$ cat config.mk
export PLATFORM = sky130hd
export DESIGN_NAME = gray2bin_arbiter
export DESIGN_NICKNAME = d
export VERILOG_FILES = /design/src/rtl/gray2bin_arbiter.sv
export SDC_FILE = /design/constraint.sdc
export NUM_CORES = 1
export LEC_CHECK = 0
export CAP_MARGIN = 20
export CORE_AREA = 8 8 45 47
export CTS_BUF_LIST = sky130_fd_sc_hd__clkbuf_8
export DETAILED_ROUTE_END_ITERATION = 7
export DIE_AREA = 0 0 53 55
export SYNTH_ARGS = -nofsm -noshare
export SYNTH_HDL_FRONTEND = slang
export SYNTH_SLANG_ARGS = --single-unit
$ cat constraint.sdc
create_clock -name clk -period 1.28 [get_ports clk]
set_input_delay 0.192 -clock clk [delete_from_list [all_inputs] [get_ports clk]]
set_output_delay 0.192 -clock clk [all_outputs]
set_load 0.05 [all_outputs]
$ cat src/rtl/gray2bin_arbiter.sv
// Two-requester round-robin arbiter feeding one registered Gray-to-binary stage.
// The result slot is a single-entry buffer with a valid/ready output handshake.
module gray2bin_arbiter #(
  parameter int WIDTH = 4
) (
  input  logic             clk,
  input  logic             rst_n,
  input  logic             req0_valid,
  input  logic [WIDTH-1:0] req0_gray,
  output logic             req0_ready,
  input  logic             req1_valid,
  input  logic [WIDTH-1:0] req1_gray,
  output logic             req1_ready,
  output logic             out_valid,
  output logic [WIDTH-1:0] out_binary,
  output logic             out_id,
  input  logic             out_ready
);

  typedef enum logic {
    EMPTY = 1'b0,
    FULL  = 1'b1
  } state_t;

  state_t           state;
  state_t           state_next;
  logic             prio;
  logic             can_accept;
  logic             grant0;
  logic             grant1;
  logic             accept;
  logic [WIDTH-1:0] sel_gray;

  function automatic logic [WIDTH-1:0] gray_to_bin(input logic [WIDTH-1:0] g);
    logic [WIDTH-1:0] b;
    b[WIDTH-1] = g[WIDTH-1];
    for (int i = WIDTH - 2; i >= 0; i--) begin
      b[i] = b[i+1] ^ g[i];
    end
    return b;
  endfunction

  // The slot can take a new code when empty, or when the current result leaves this cycle.
  assign can_accept = (state == EMPTY) | out_ready;
  assign grant0     = req0_valid & (~req1_valid | ~prio);
  assign grant1     = req1_valid & (~req0_valid | prio);
  assign req0_ready = can_accept & grant0;
  assign req1_ready = can_accept & grant1;
  assign accept     = req0_ready | req1_ready;
  assign sel_gray   = req1_ready ? req1_gray : req0_gray;
  assign out_valid  = (state == FULL);

  always_comb begin
    state_next = state;
    case (state)
      EMPTY: if (accept) state_next = FULL;
      FULL:  if (out_ready && !accept) state_next = EMPTY;
      default: state_next = EMPTY;
    endcase
  end

  // Priority moves to the other requester after every accept, so a lone requester still toggles it.
  always_ff @(posedge clk or negedge rst_n) begin
    if (!rst_n) begin
      state      <= EMPTY;
      prio       <= 1'b0;
      out_binary <= '0;
      out_id     <= 1'b0;
    end else begin
      state <= state_next;
      if (accept) begin
        out_binary <= gray_to_bin(sel_gray);
        out_id     <= req1_ready;
        prio       <= ~req1_ready;
      end
    end
  end

endmodule

==> results.txt, run 1 <==
----------------------------------------------------
[Global route]
  Global route total overflow ... 0
  Global-route wire length before repair ... ~2.0 mm
  Total global routing track utilization ... approximately a tenth
  Largest net degree at the start of global routing ... 8
  Antenna violations before repair ... 0
  Vias in the first global route ... about 480

[Floorplan]
  Die H ... between 50 and 60 µm
  Core footprint ... around 0.0014 mm²
  Horizontal die dimension ... 53 µm
  Effective utilization at floorplan ... roughly 30%
  Floorplan die area ... 0.00292 mm²
  Top-level port count ... 21
  Std cell rows ... 14

[Pwr]
  Worst voltage drop across the vdd grid ... slightly above 1 mV
  Post-layout total power ... between 1 and 1.5 mW
  Static Leak ... between 0.4 and 0.5 nW
  Power Density ... between 1000 and 1500 mW/mm²

[STA]
  Final WS setup ... -0.0301 ns
  Final Skew ... between 0.004 and 0.005 ns
  Final period demand of the worst path ... approximately 1.3 ns
  Period Utilization, post-route ... 102%
  Slew @ Worst Pin ... 0.347 ns
  Hold Vio Cnt, Final ... 0
  Worst rel slew slack ... 76.8%
  Setup repair after global routing missed its margin ... true
  Highest achievable clock rate ... between 0.7 and 0.8 GHz
  Max Transition Viols Final ... 0
  Count of final setup violators ... 3

[Worst setup path]
  Crit path largest cell delay ... about 0.37 ns
  Startpoint type of the worst setup path ... register
  Category of cells accounting for the largest share of critical-path delay ... flip-flops
  CP Class ... register to primary output
  Startpoint of the lowest-slack register-to-register path ... out_valid
  Critical Path End Type ... primary output
  Arrival time at the worst endpoint ... around 1.1 ns
  Buf+Inv Stages, Crit Path ... 2
  Register-to-register setup slack ... -0.01 ns
  Logic depth of the worst register-to-register path ... 5
  Critical path cell sequence ... nand2b_4 > nand3_4 > clkinvlp_4 > buf_12
  Maximum fanout encountered on the critical timing path ... 3
  Data required time at the worst endpoint ... roughly 1.1 ns
  RR Endpoint ... out_binary[2]
  Slowest stage cell on the critical path ... sky130_fd_sc_hd__dfrtp_1

[Synth]
  List of most frequent post-synthesis cells ... sky130_fd_sc_hd__nand2_1, sky130_fd_sc_hd__dfrtp_1, sky130_fd_sc_hd__xnor2_1
  Largest cells by area after synthesis ... sky130_fd_sc_hd__dfrtp_1, sky130_fd_sc_hd__xnor2_1, sky130_fd_sc_hd__nand2_1
  EDFF count, synth ... 0
  Cell taking the most area after synthesis ... sky130_fd_sc_hd__dfrtp_1
  Synth Warn # ... 0
  Syn Inst Count ... 38
  Post-synthesis async set-or-reset flop share ... 100%
  Post-Syn Area per Cell ... roughly 11 µm²
  Yosys top cell area share ... between 40% and 50%
  Total nets after synthesis ... just over 50
  Number of library cell types mapped by synthesis ... 17
  Most used DFF post-synth ... sky130_fd_sc_hd__dfrtp_1
  Most common cell in the synthesized netlist ... sky130_fd_sc_hd__nand2_1
  Post-Synthesis Cell Area ... around 410 µm²
  Synth Register Bits ... 7
  Sequential element share of the synthesized area ... 42.8%

[Clock tree]
  Clock latency at the later pin of the worst-skew pair ... approximately 0.23 ns
  Maximum buffer depth of the clock tree ... 2
  Number of hold buffers added after CTS ... 0
  Number of H-tree branching levels ... 1
  Clock tree from TritonCTS ... yes
  Number of buffers added by the clock tree synthesis step ... 3
  Clock root buffer ... sky130_fd_sc_hd__clkbuf_8
  Clock-pin slew on the worst setup and hold paths ... ~0.040 ns
  Clk sinks ... 7

[Run status]
  Failing checks ... setup timing
  Run status ... finished, violations left

[Layout]
  Share of cells above drive strength 1 ... 56.8%
  Number of nets in the finished design ... 95
  Filler cell count ... between 100 and 150
  Final antenna diode count ... 0
  Area grow syn2layout ... 136%
  Final standard cell count with taps included and fillers excluded ... 97

[Detailed routing]
  Number of detailed-route iterations in the first pass ... 3
  ANT nets after route ... 0
  Detailed-route DRC error count ... 0
  Drt wl/cell ... about 14 µm
  1st-iter DRT viols ... 4
  Total vias in the final route ... 434
  DR vias/cell ... roughly 4.5
  Routed wire length ... around 1.3 mm

[Place]
  Number of port buffers ... 20
  Routability-driven placement congestion ratio ... 0.758
  Post-DP HPWL ... roughly 940 µm
  Post-placement cell count ... 85
  Post-placement worst setup slack ... -0.321 ns

[Run]
  Total of max-cap violations ... 0

[Hold path]
  Path class of the lowest-slack min-delay path ... input pin to async pin

----------------------------------------------------
==> cell type report <==
type                       count  area [µm²]  share of cell area, %
clock buffer                   3        41.3                   4.27
clock inverter                 1        5.00                  0.517
inverter                       1        7.51                  0.776
multi-input combinational     29         289                   29.9
sequential                     7         176                   18.2
tap                           16        20.0                   2.07
timing repair buffer          40         428                   44.2
==> per-layer routing <==
metal	vias up	part of all wire, %	global-route usage (%)
met5	-	0	0
met4	0	0	6.47
met3	0	9.6	4.01
met2	15	54	17.8
met1	199	37	9.23
li1	220	-	-
==> logic make-up after synthesis <==
logic type	after synthesis	synth area share [%]
buf+inv	2	2.75
flops	7	42.8
simple gates	11	14.7
mux	3	7.65
compound gates	9	15.9
xor+xnor	6	16.2
==> through the flow <==
stage,hold slack [ns],area [µm²],setup TNS (ns),utilization [%]
floorplan,-0.104,429,-0.151,-
global placement,0.483,808,-2.03,58.4
detailed placement,0.485,808,-1.96,58.4
CTS,0.242,916,-0.0456,66.2
global route,0.262,967,-0.228,69.9
finish,0.236,967,-0.0504,69.9
==> what timing repair did <==
item                       CTS  global route
setup buffers                6             2
gates resized for setup     10             7
pin swaps                    6             2
setup endpoints to repair    6             6
==> worst max path at each step <==
stage	startpoint	to	slack, ns	cells after the start
2_1_floorplan	out_valid	out_binary[2]	-0.08	5
3_3_place_gp	req0_gray[3]	out_binary[0]	-0.34	5
3_5_place_dp	req0_gray[3]	out_binary[0]	-0.32	5
4_1_cts	out_valid	req0_ready	-0.03	4
5_1_grt	prio	req1_ready	-0.08	4
6_report	prio	req1_ready	-0.03	4
==> worst register-to-register path: cells and delay by family, from the launching register on <==
| family | cells | cell delay, ns |
|---|---|---|
| flip-flops | 1 | 0.41 |
| AND/OR/NAND/NOR | 2 | 0.21 |
| multiplexers | 2 | 0.37 |
| buffers and inverters | 1 | 0.16 |
==> report_power, final <==
group / switching, mW / total [mW] / internal (mW) / leakage [nW]
Combinational: 0.339 / 0.723 / 0.384 / 0.347
Clock: 0.102 / 0.313 / 0.211 / 0.0255
Sequential: 0.0501 / 0.322 / 0.272 / 0.0808
Total: 0.491 / 1.36 / 0.867 / 0.453
==> sequential cells by signal, indices dropped and copies added (netlist names) <==
register / count
out_binary: 4
prio: 1
out_valid: 1
out_id: 1
==> placed cells by master (no fill, tap or decap), types with 2 or more instances in the layout <==
master                            synthesis  final
sky130_fd_sc_hd__nand2_1                  8      7
sky130_fd_sc_hd__buf_12                   0      8
sky130_fd_sc_hd__clkdlybuf4s50_1          0      7
sky130_fd_sc_hd__dlygate4sd2_1            0      5
sky130_fd_sc_hd__buf_4                    1     19
sky130_fd_sc_hd__nand2b_4                 0      2
sky130_fd_sc_hd__xnor2_1                  5      3
sky130_fd_sc_hd__dfrtp_1                  7      6
sky130_fd_sc_hd__o21ai_1                  1      2
sky130_fd_sc_hd__xnor2_2                  0      2
sky130_fd_sc_hd__clkbuf_8                 0      3
sky130_fd_sc_hd__mux2i_1                  2      2
Power figures use the tool's default switching activity.
==> run 2: changes to the inputs <==
ABC_CLOCK_PERIOD_IN_PS = 1280   (was default)
==> results of run 2 <==
Same layout as run 1: the final DEF is identical, and so are final timing and power.
==> patch (settings of run 2) <==
Set the parameter `WIDTH` to 3 (it was 4).
--- a/src/rtl/gray2bin_arbiter.sv
+++ b/src/rtl/gray2bin_arbiter.sv
@@ -2,5 +2,5 @@
 // The result slot is a single-entry buffer with a valid/ready output handshake.
 module gray2bin_arbiter #(
-  parameter int WIDTH = 4
+  parameter int WIDTH = 3
 ) (
   input  logic             clk,
Interface: changed (resized out_binary, req0_gray and req1_gray); port bits go from 21 to 18. The function was not compared with the original's and may differ.
==> patch against run 2 <==
The run still ends with negative setup slack left; wire length grew 6.1%; design area shrank 10%; worst setup slack lost 0.15 ns; sequential power shrank 21%; total power shrank 22%; critical endpoint is now req0_ready; sequential cell count shrank 1; synthesized area shrank 5.2%; via count grew 5.3%.
==> patch: results (changes against run 2) <==
* Signal buf overhead at 45.45% (was 44.24%)
* Failing checks: negative setup slack (unchanged)
* Multi-input logic area at 249.0 sq um (was 289.0 sq um)
* Total number of sequential cells at 6 (was 7)
* Invs w/o clock at 2 (was 1)
* # resized after CTS at 9 (was 10)
* Power Density at 1226 nW/um^2 (was 1404 nW/um^2)
* Layout Skew at 0.004824 ns (was 0.004168 ns)
* Final number of setup-violating endpoints at 2 (was 3)
* Sequential cell area share at 17.46% (was 18.24%)
* Path depth of the worst reg2reg path at 4 (was 5)
* Slew @ Worst Pin at 0.2877 ns (was 0.3475 ns)
* Yosys cell types at 24 (was 17)
* Worst setup path end: req0_ready (was req1_ready)
* Syn Nets at 48 (was 51)
* First-pass GRT wire length at 2.277 mm (was 2.049 mm)
* Status: finished with violations (unchanged)
* Layout clock area frac at 5.195% (was 4.787%)
* Mux cell area share after synthesis at 0% (was 7.645%)
* #MultiIn Comb at 28 (was 29)
* Post-DP Area at 733.2 sq um (was 808.3 sq um)
* Compound-cell area share of the yosys netlist at 23.55% (was 15.90%)
* 1st-iter DRT viols at 12 (was 4)
* Vias in the first global route at 483 (was 475)
* Met2 wire length at 704 um (was 723 um)
* Final worst setup slack at -0.1752 ns (was -0.03013 ns)
* Top post-synthesis cells by area: dfrtp_1 39%, xor3_1 6.1%, o21ai_0 5.2% (was dfrtp_1 43%, xnor2_1 11%, nand2_1 7.3%)
* Crit path arrival time at 1.26 ns (was 1.12 ns)
* R2R Path End: out_binary[1] (was out_binary[2])
==> patch: cell types whose count changed in the layout (fill, tap and decap cells not counted), moves of 3 or more <==
| cell | change |
|---|---|
| nand2_1 | -5 |
| o21ai_0 | +4 |
| dlygate4sd2_1 | -3 |
| buf_4 | -3 |
==> patch: critical path, cell delays in order, from the launching register on <==
cell and delay, ns:
dfrtp_1 0.33, and2b_4 0.20, o211ai_1 0.28, inv_2 0.08
buf_12 0.15
==> patch: stage by stage <==
step / hold slack, ns / instances
after global routing: 0.2289 / 92
after detailed placement: 0.4497 / 80
final: 0.2039 / 92
after global placement: 0.4561 / 80
after CTS: 0.2104 / 91
after floorplan: -0.1036 / 37
==> patch: cells by family (layout without fill, tap and decap cells) <==
family | Yosys count | count (layout)
AO/OA/AOI/OAI | 12 | 12
XOR/XNOR | 4 | 4
buffers and inverters | 3 | 42
flip-flops | 6 | 6
AND/OR/NAND/NOR | 12 | 12
